[src/rtl/inst_fetch_assembler.sv]
// Byte-serial instruction fetch: walks four byte addresses, assembles a little-endian
// 32-bit instruction and offers it to the decoder. Optional macro: IFETCH_PERF_CNT_EN.
module inst_fetch_assembler #(
   parameter int unsigned RESET_PC  = 0,
   parameter int unsigned MEM_BYTES = 32
) (
   input  logic        clock,
   input  logic        reset,
   output logic [31:0] mem_addr,
   input  logic [7:0]  mem_data,
   output logic [31:0] instr,
   output logic [31:0] instr_pc,
   output logic        instr_valid,
   input  logic        instr_ready,
   input  logic        redirect_valid,
   input  logic [31:0] redirect_pc,
   output logic        busy
`ifdef IFETCH_PERF_CNT_EN
   ,
   output logic [31:0] fetch_count
`endif
);

   localparam logic [31:0] ADDR_MASK  = 32'(MEM_BYTES - 1);
   localparam logic [31:0] RESET_ADDR = 32'(RESET_PC) & ADDR_MASK;

   typedef enum logic [1:0] {
      S_ADDR,
      S_LAST,
      S_HOLD
   } state_e;

   state_e      state_q;
   logic [1:0]  idx_q;
   logic [31:0] pc_q;
   logic [7:0]  buf0_q;
   logic [7:0]  buf1_q;
   logic [7:0]  buf2_q;
   logic [31:0] instr_q;
   logic [31:0] instr_pc_q;
   logic        valid_q;
   logic        busy_q;
   logic [31:0] mem_addr_q;

   logic [1:0]  idx_d;
   logic [31:0] addr_d;
   logic [31:0] pc_plus4_d;
   logic [31:0] redirect_target_d;
   logic        transfer;

   // The address stops advancing at pc+3 so it stays there through S_LAST and S_HOLD.
   assign idx_d             = (idx_q == 2'd3) ? 2'd3 : idx_q + 2'd1;
   assign addr_d            = (pc_q + {30'b0, idx_d}) & ADDR_MASK;
   assign pc_plus4_d        = (pc_q + 32'd4) & ADDR_MASK;
   assign redirect_target_d = redirect_pc & ~32'h3 & ADDR_MASK;
   assign transfer          = valid_q && instr_ready;

   // Redirect outranks everything, including a handshake in S_HOLD.
   always_ff @(posedge clock or negedge reset) begin
      if (!reset) begin
         state_q    <= S_ADDR;
         idx_q      <= 2'd0;
         pc_q       <= RESET_ADDR;
         buf0_q     <= 8'd0;
         buf1_q     <= 8'd0;
         buf2_q     <= 8'd0;
         instr_q    <= 32'd0;
         instr_pc_q <= 32'd0;
         valid_q    <= 1'b0;
         busy_q     <= 1'b1;
         mem_addr_q <= RESET_ADDR;
      end else if (redirect_valid) begin
         state_q    <= S_ADDR;
         idx_q      <= 2'd0;
         pc_q       <= redirect_target_d;
         buf0_q     <= 8'd0;
         buf1_q     <= 8'd0;
         buf2_q     <= 8'd0;
         valid_q    <= 1'b0;
         busy_q     <= 1'b1;
         mem_addr_q <= redirect_target_d;
      end else begin
         case (state_q)
            S_ADDR: begin
               case (idx_q)
                  2'd1:    buf0_q <= mem_data;
                  2'd2:    buf1_q <= mem_data;
                  2'd3:    buf2_q <= mem_data;
                  default: ;
               endcase
               if (idx_q == 2'd3) begin
                  state_q <= S_LAST;
               end else begin
                  idx_q <= idx_d;
               end
               mem_addr_q <= addr_d;
            end
            S_LAST: begin
               instr_q    <= {mem_data, buf2_q, buf1_q, buf0_q};
               instr_pc_q <= pc_q;
               state_q    <= S_HOLD;
               valid_q    <= 1'b1;
               busy_q     <= 1'b0;
            end
            S_HOLD: begin
               if (instr_ready) begin
                  pc_q       <= pc_plus4_d;
                  idx_q      <= 2'd0;
                  state_q    <= S_ADDR;
                  valid_q    <= 1'b0;
                  busy_q     <= 1'b1;
                  mem_addr_q <= pc_plus4_d;
               end
            end
            default: begin
               state_q    <= S_ADDR;
               idx_q      <= 2'd0;
               valid_q    <= 1'b0;
               busy_q     <= 1'b1;
               mem_addr_q <= pc_q;
            end
         endcase
      end
   end

`ifdef IFETCH_PERF_CNT_EN
   logic [31:0] fetch_count_q;

   // A handshake voided by a simultaneous redirect is not a completed fetch.
   always_ff @(posedge clock or negedge reset) begin
      if (!reset) begin
         fetch_count_q <= 32'd0;
      end else if (transfer && !redirect_valid) begin
         fetch_count_q <= fetch_count_q + 32'd1;
      end
   end

   assign fetch_count = fetch_count_q;
`else
   logic unusedTransfer;
   assign unusedTransfer = transfer;
`endif

   assign mem_addr    = mem_addr_q;
   assign instr       = instr_q;
   assign instr_pc    = instr_pc_q;
   assign instr_valid = valid_q;
   assign busy        = busy_q;

endmodule

[config.mk]
export PLATFORM = sky130hd
export DESIGN_NAME = inst_fetch_assembler
export DESIGN_NICKNAME = d
export VERILOG_FILES = /design/src/rtl/inst_fetch_assembler.sv
export SDC_FILE = /design/constraint.sdc
export NUM_CORES = 1
export LEC_CHECK = 0
export CAP_MARGIN = 5
export CORE_MARGIN = 2
export CORE_UTILIZATION = 23
export DETAILED_ROUTE_END_ITERATION = 8
export GPL_TIMING_DRIVEN = 0
export SLEW_MARGIN = 20
export SYNTH_ARGS = -nofsm -noshare
export SYNTH_HDL_FRONTEND = slang
export SYNTH_SLANG_ARGS = --single-unit
[constraint.sdc]
create_clock -name clock -period 1.71 [get_ports clock]
set_clock_uncertainty 0.05 [all_clocks]
set_input_delay 0.4275 -clock clock [delete_from_list [all_inputs] [get_ports clock]]
set_output_delay 0.4275 -clock clock [all_outputs]
set_load 0.01 [all_outputs]
==> results of run 1 <==
## layout by cell type, fill, tap and decap left out, drive strengths merged, types with 2 or more instances in the layout
master,count
a21oi,7
a221oi,2
a22o,24
and2b,3
and3,2
buf,73
bufinv,4
clkbuf,10
clkdlybuf4s50,11
conb,56
dfrtp,72
dlygate4sd2,30
dlymetal6s2s,13
inv,4
mux2,37
mux2i,8
nand2,2
nor2,11
nor2b,6
nor3,2
o21ai,4
## layout make-up
class	instances	area share
inverters	4	0.00309
multi-input cells	178	0.268
clock buffers	10	0.0472
well taps	184	0.0474
plain buffers	67	0.109
repair buffers	60	0.122
flip-flops and latches	73	0.377
clock inverters	5	0.0266
## Yosys cell counts, types with 2 or more instances
library cell  instances  area (um^2)
a21oi_1               5         25.0
and2b_1               2         15.0
mux2_2                7         78.8
mux2_1               30          338
buf_6                 3         33.8
dfrtp_1              72         1800
nor2_1               10         37.5
buf_4                60          450
a221oi_1              2         17.5
nand2_1               2         7.51
a22o_1               24          210
nor3_1                2         10.0
buf_2                 4         20.0
nor2b_1               6         37.5
and3_2                2         15.0
inv_1                 3         11.3
o21ai_0               4         20.0
a21oi_4               2         32.5
mux2i_1               8         80.1
## through the flow
stage	total power [mW]	cells	area, um^2	hold WS (ns)
floorplan	2.75	322	3640	0.0819
global placement	3.34	561	4420	0.414
detailed placement	3.37	562	4440	0.393
CTS	5.58	579	4790	0.0310
global route	5.78	581	4850	0.0338
finish	5.47	581	4850	0.0132
## report_power, final
part,leakage [nW],switching [mW],internal (mW)
combinational,1.56,0.506,0.575
clock,0.173,0.686,1.57
sequential,0.966,0.147,1.99
total,2.70,1.34,4.13
## kinds of logic after synthesis
family	after synthesis
muxes	45
xor gates and xnor gates	2
DFF	73
AOI/OAI and AO/OA	43
buffers and inverters	71
adders and majority gates	1
other	1
and+or+nand+nor	31
## worst reg2reg max path: cells and delay by family (launching register included)
kind / cells / cell delay [ns]
compound gates: 2 / 0.84
buf+inv: 1 / 0.18
flops: 1 / 0.41
## registers in the layout (all words and copies together), names as in the netlist
name	flops
buf1_q	8
pc_q	3
instr_pc	3
idx_q	2
buf0_q	8
state_q	2
busy	1
instr_valid	1
instr	32
mem_addr	5
buf2_q	8
## path summary, 6_finish.rpt
check,to,cells after the start,slack (ns),startpoint
max in group asynchronous,instr[29]$_DFFE_PN0P_,2,1.03,reset
min in group clock,instr_valid$_DFFE_PN0P_,1,0.43,instr_valid$_DFFE_PN0P_
setup / recovery,busy,1,0.10,busy$_DFFE_PN1P_
hold reg to reg,instr_valid$_DFFE_PN0P_,1,0.43,instr_valid$_DFFE_PN0P_
setup reg to reg,buf1_q[5]$_DFFE_PN0P_,3,0.12,state_q[1]$_DFFE_PN0P_
hold / removal,instr_valid$_DFFE_PN0P_,1,0.01,reset
## routing by layer
layer	GRT usage	vias up	share of wire
li1	-	1084	-
met1	0.127	1094	0.44
met2	0.164	77	0.49
met3	0.0450	6	0.063
met4	0.0291	0	0.0091
met5	0	-	0
## repair_timing
action                                  in CTS  in global routing
pin swaps                                    1                  0
setup buffers                                2                  2
gates resized for setup                     34                 16
endpoints found under the setup margin      71                 50
==> results.md, run 1 <==
* Status: finished clean
* DP HPWL at 5650 um
* Register Area at 1830 um^2
* Layout cells sized above 1 at 0.264
* Post-synth EDFFs at 0
* Critical path buffers and inverters at 1
* Clock transition at path regs at 0.06 ns
* Yosys reg bits at 73
* Worst Path Max Fanout at 2
* Initial Utilization at 0.236
* Die area at 15900 um^2
* RSZ-0062 raised after global routing: no
* Clock sinks at 73
* Pre-antenna DRT Iters at 4
* Pre-CTS setup slack at -0.558 ns
* Ant diodes at 0
* Placer congestion estimate at 0.720
* CP max-delay cell: dfstp_2
* Synth Area in Compound Gates at 0.107
* Io pins at 142
* Final core utilization at 0.333
* Final setup fails at 0
* Final Cycle Share at 0.939
* Buffers on Ports at 55
* DIE WIDTH at 126 um
* Drt total wl at 7800 um
* Distinct cells, synth at 38
* Max incr delay on CP at 0.52 ns
* Clk buf depth at 2
* Largest family of logic cells by synthesized area: buffers and inverters
* DRT iter0 DRCs at 72
* Syn_area_per_cell at 12.9 um^2
* Xor/xnor cell area share of the yosys netlist at 0.00510
* Startpoint types: flop
* Drt wl/cell at 13.4 um
* Share of flip-flops with an asynchronous set or reset at 1.00
* Hold/Removal Path Class: input pin to asynchronous set/reset pin
* Crit path required time at 1.23 ns
* Total number of vias at 2261
* Post-route DRC at 0
* Synth-to-Final Area Change at 41.2%
* Mapped cell area at 3440 um^2
* Largest net degree at the start of global routing at 40
* Vias per inst at 3.89
* Max H-tree Level at 3
* Post-synthesis sequential area ratio at 0.532
* Setup TNS Final at 0 ns
* Power Dens Cells at 1130 nW/um^2
* Slew @ Worst Pin at 0.517 ns
* Post-Synth Simple-Gate Area at 0.0553
* Multi-input gate area at 1300 um^2
* Final Max Slew Viols at 0
* First-pass GRT wire length at 12400 um
* Num rows at 44
* TritonCTS clock tree: done
* Maximum VDD drop at 0.664 mV
* Final Hold Vio Count at 0
* Vias in the first global route at 2258
* Leak at 2.70 nW
* Gr ovfl total at 0
* CP top delay family: flip-flops
* Post-synthesis cell count at 267
* Die extent in y at 126 um
* Cts hold-fix bufs at 0
* Fin crit period at 1.61 ns
* Signal arrival time at the worst endpoint at 1.13 ns
* Clk_lat worst skew at 0.33 ns
* Initial antenna violation count at 0
* Critical path endpoint category: primary output
* Yosys warns at 0
* TritonCTS Buffers at 9
* Critical-path cell list: dlygate4sd2_1
* Final ANT Viol Nets at 0
* Core Region at 14600 um^2
* Max Fclk at 623 MHz
* Synth Area in Adders at 0.00364
* Ys flop type: dfrtp_1
* Setup CP Type: flop to primary output
* Global-route usage over all layers at 0.103
* Final worst slack at 0.104 ns
* Max-cap violations at 0
* Multiplexer share of the synthesized area at 0.145
* Fill cell count at 1475
* Slew margin rel. at 0.655
* Final nets at 438
* CTS root buf: clkbuf_16
Note: power is estimated with default switching activity, not from simulation.
==> run 2, diff against run 1 <==
--- a/config.mk
+++ b/config.mk
@@ -9,6 +9,7 @@
 export CORE_MARGIN = 2
 export CORE_UTILIZATION = 23
 export DETAILED_ROUTE_END_ITERATION = 8
+export DONT_BUFFER_PORTS = 1
 export GPL_TIMING_DRIVEN = 0
 export SLEW_MARGIN = 20
 export SYNTH_ARGS = -nofsm -noshare
==> results.md, run 2 (same netlist as run 1, synthesis figures left out) <==
* Status: complete, but fails checks
* Failing checks: negative hold slack
* Fin area at 4210 um^2 (-13%)
* Maximum VDD drop at 0.526 mV (-21%)
* Psw at 1.28 mW (-4.5%)
* Met1 Use GR at 0.116 (-0.0112)
* Core Region at 14600 um^2 (unchanged)
* Signal arrival time at the worst endpoint at 1.75 ns (+0.62 ns)
* Leak at 2.15 nW (-20%)
* TritonCTS Buffers at 9 (unchanged)
* Power share of the combinational group at 0.118 (-0.080)
* Layout cells sized above 1 at 0.301 (+0.0364)
* Max Fclk at 630 MHz (+1.2%)
* Hold/Removal Path Class: input pin to asynchronous set/reset pin
* Final Hold Vio Count at 73 (+73)
* Synth-to-Final Area Change at 22.4%
* Slew margin rel. at 0.618 (-0.0370)
* Drt total wl at 7480 um (-4.2%)
* Slew @ Worst Pin at 0.571 ns (+0.0531 ns)
* Met2 Use GR at 0.153 (-0.0111)
* Critical path endpoint category: flop
* Post-route DRC at 0 (unchanged)
* Power Dens Cells at 1160 nW/um^2 (+2.5%)
* Sequential power share at 0.472 (+0.081)
* Final nets at 379 (-13%)
* Io pins at 142 (unchanged)
* Drt wl/cell at 14.3 um (+6.4%)
* Clk_lat worst skew at 0.33 ns (about the same)
* DIE WIDTH at 126 um (unchanged)
* Most frequent cells in the layout: dfrtp_1, buf_4, conb_1
* Setup TNS Final at 0 ns (unchanged)
* Die extent in y at 126 um (unchanged)
* Placer congestion estimate at 0.696 (-3.2%)
* Max H-tree Level at 3 (unchanged)
* Most common cell after layout, fill and taps aside: dfrtp_1
* Die area at 15900 um^2 (unchanged)
* Cell Count, Final, Fillers Out at 523 (-10%)
* Gr ovfl total at 0 (unchanged)
* Clock transition at path regs at 0.06 ns (about the same)
* DRT iter0 DRCs at 102 (+42%)
* Largest net degree at the start of global routing at 74 (+85%)
* Final Cycle Share at 0.928 (-0.0116)
* RSZ-0062 raised after global routing: no
* Initial antenna violation count at 0 (unchanged)
* Placed instance count at 506 (-10%)
* CTS root buf: clkbuf_16
* First-pass GRT wire length at 11700 um (-5.7%)
* Final core utilization at 0.288 (-0.0443)
* Clock sinks at 73 (unchanged)
* Vias in the first global route at 2053 (-9.1%)
* Clk buf depth at 2 (unchanged)
* Max reg flops at 32 (unchanged)
* Total number of vias at 2033 (-10%)
* Buffers on Ports at 0 (-100%)
* Setup CP Type: flop to flop
* Clock Power Share at 0.410 (-0.002)
* Max-cap violations at 0 (unchanged)
* GR Util met3 at 0.0501 (+0.00510)
* Final ANT Viol Nets at 0 (unchanged)
* CP startpoint: state_q[1]$_DFFE_PN0P_
* Busiest grt layer: met2
* Placement Cell Area at 3870 um^2 (-13%)
* Vias per inst at 3.89 (-0.11%)
* Switching Fraction at 0.263 (+0.0183)
* Ant diodes at 0 (unchanged)
* Final setup fails at 0 (unchanged)
* Crit path required time at 1.88 ns (+0.65 ns)
* Startpoint types: flop
* Pre-antenna DRT Iters at 4 (unchanged)
* Initial Utilization at 0.236 (unchanged)
* TritonCTS clock tree: done
* Worst Path Max Fanout at 10 (+8)
* Final Max Slew Viols at 0 (unchanged)
* Worst hold margin at -0.263 ns (-0.276 ns)
* Reg2Reg Launch Point: state_q[1]$_DFFE_PN0P_
* Global-route usage over all layers at 0.0980 (-0.00498)
* Num rows at 44 (unchanged)
* Pint at 3.58 mW (-13%)
* DP HPWL at 5500 um (-2.7%)
* Fin crit period at 1.59 ns (-0.0198 ns)
-- run 2: final timing paths --
kind / to / slack, ns / cells past startpoint
setup / recovery: instr[30]$_DFFE_PN0P_ / 0.12 / 5
hold / removal: pc_q[2]$_DFFE_PN0P_ / -0.26 / 0
setup reg to reg: instr[30]$_DFFE_PN0P_ / 0.12 / 5
hold reg to reg: instr[21]$_DFFE_PN0P_ / 0.45 / 1
max in group asynchronous: busy$_DFFE_PN1P_ / 1.70 / 0
min in group clock: buf1_q[1]$_DFFE_PN0P_ / 0.17 / 1
-- run 2: timing repair --
action	in CTS	in global routing
hold endpoints to repair	73	73
pin swaps	0	1
gates resized for setup	1	0
setup buffers	0	1
endpoints found under the setup margin	30	2
-- run 2: layout make-up --
class / instances / area [um^2]
clock buffer: 9 / 225
tap: 184 / 230
buffer: 67 / 504
inverter: 4 / 15.0
sequential: 73 / 1830
clock inverter: 7 / 95.1
timing repair buffer: 1 / 7.51
fill: 1522 / 10400
multi-input combinational: 178 / 1300
-- run 2: per-layer routing --
metal,share of wire,vias up,wire length (um)
met1,0.42,981,3160
met5,0,-,0
met3,0.095,12,708
met4,0.013,0,100
met2,0.47,73,3510
li1,-,967,-
-- run 2: power by group through the flow --
stage               Clock [mW]  Sequential [mW]  Combinational, mW
detailed placement           0             2.34              0.574
CTS                       2.04             2.31              0.579
finish                    1.99             2.29              0.576
global route              2.13             2.34              0.647
floorplan                    0             2.25              0.503
global placement             0             2.33              0.556
-- run 2: metrics by stage --
| stage | power (mW) | setup slack (ns) | hold slack, ns |
|---|---|---|---|
| finish | 4.86 | 0.124 | -0.263 |
| global route | 5.12 | 0.0384 | -0.281 |
| floorplan | 2.75 | 0.190 | 0.0819 |
| detailed placement | 2.91 | -0.0893 | 0.0858 |
| global placement | 2.89 | -0.0542 | 0.0854 |
| CTS | 4.93 | 0.0362 | -0.275 |
-- run 2: worst max-delay path, cell delays in order (launching register included) --
cell     delay [ns]
dfrtp_1        0.41
nor2_4         0.15
and2_1         0.14
buf_4          0.18
buf_6          0.20
mux2_1         0.34
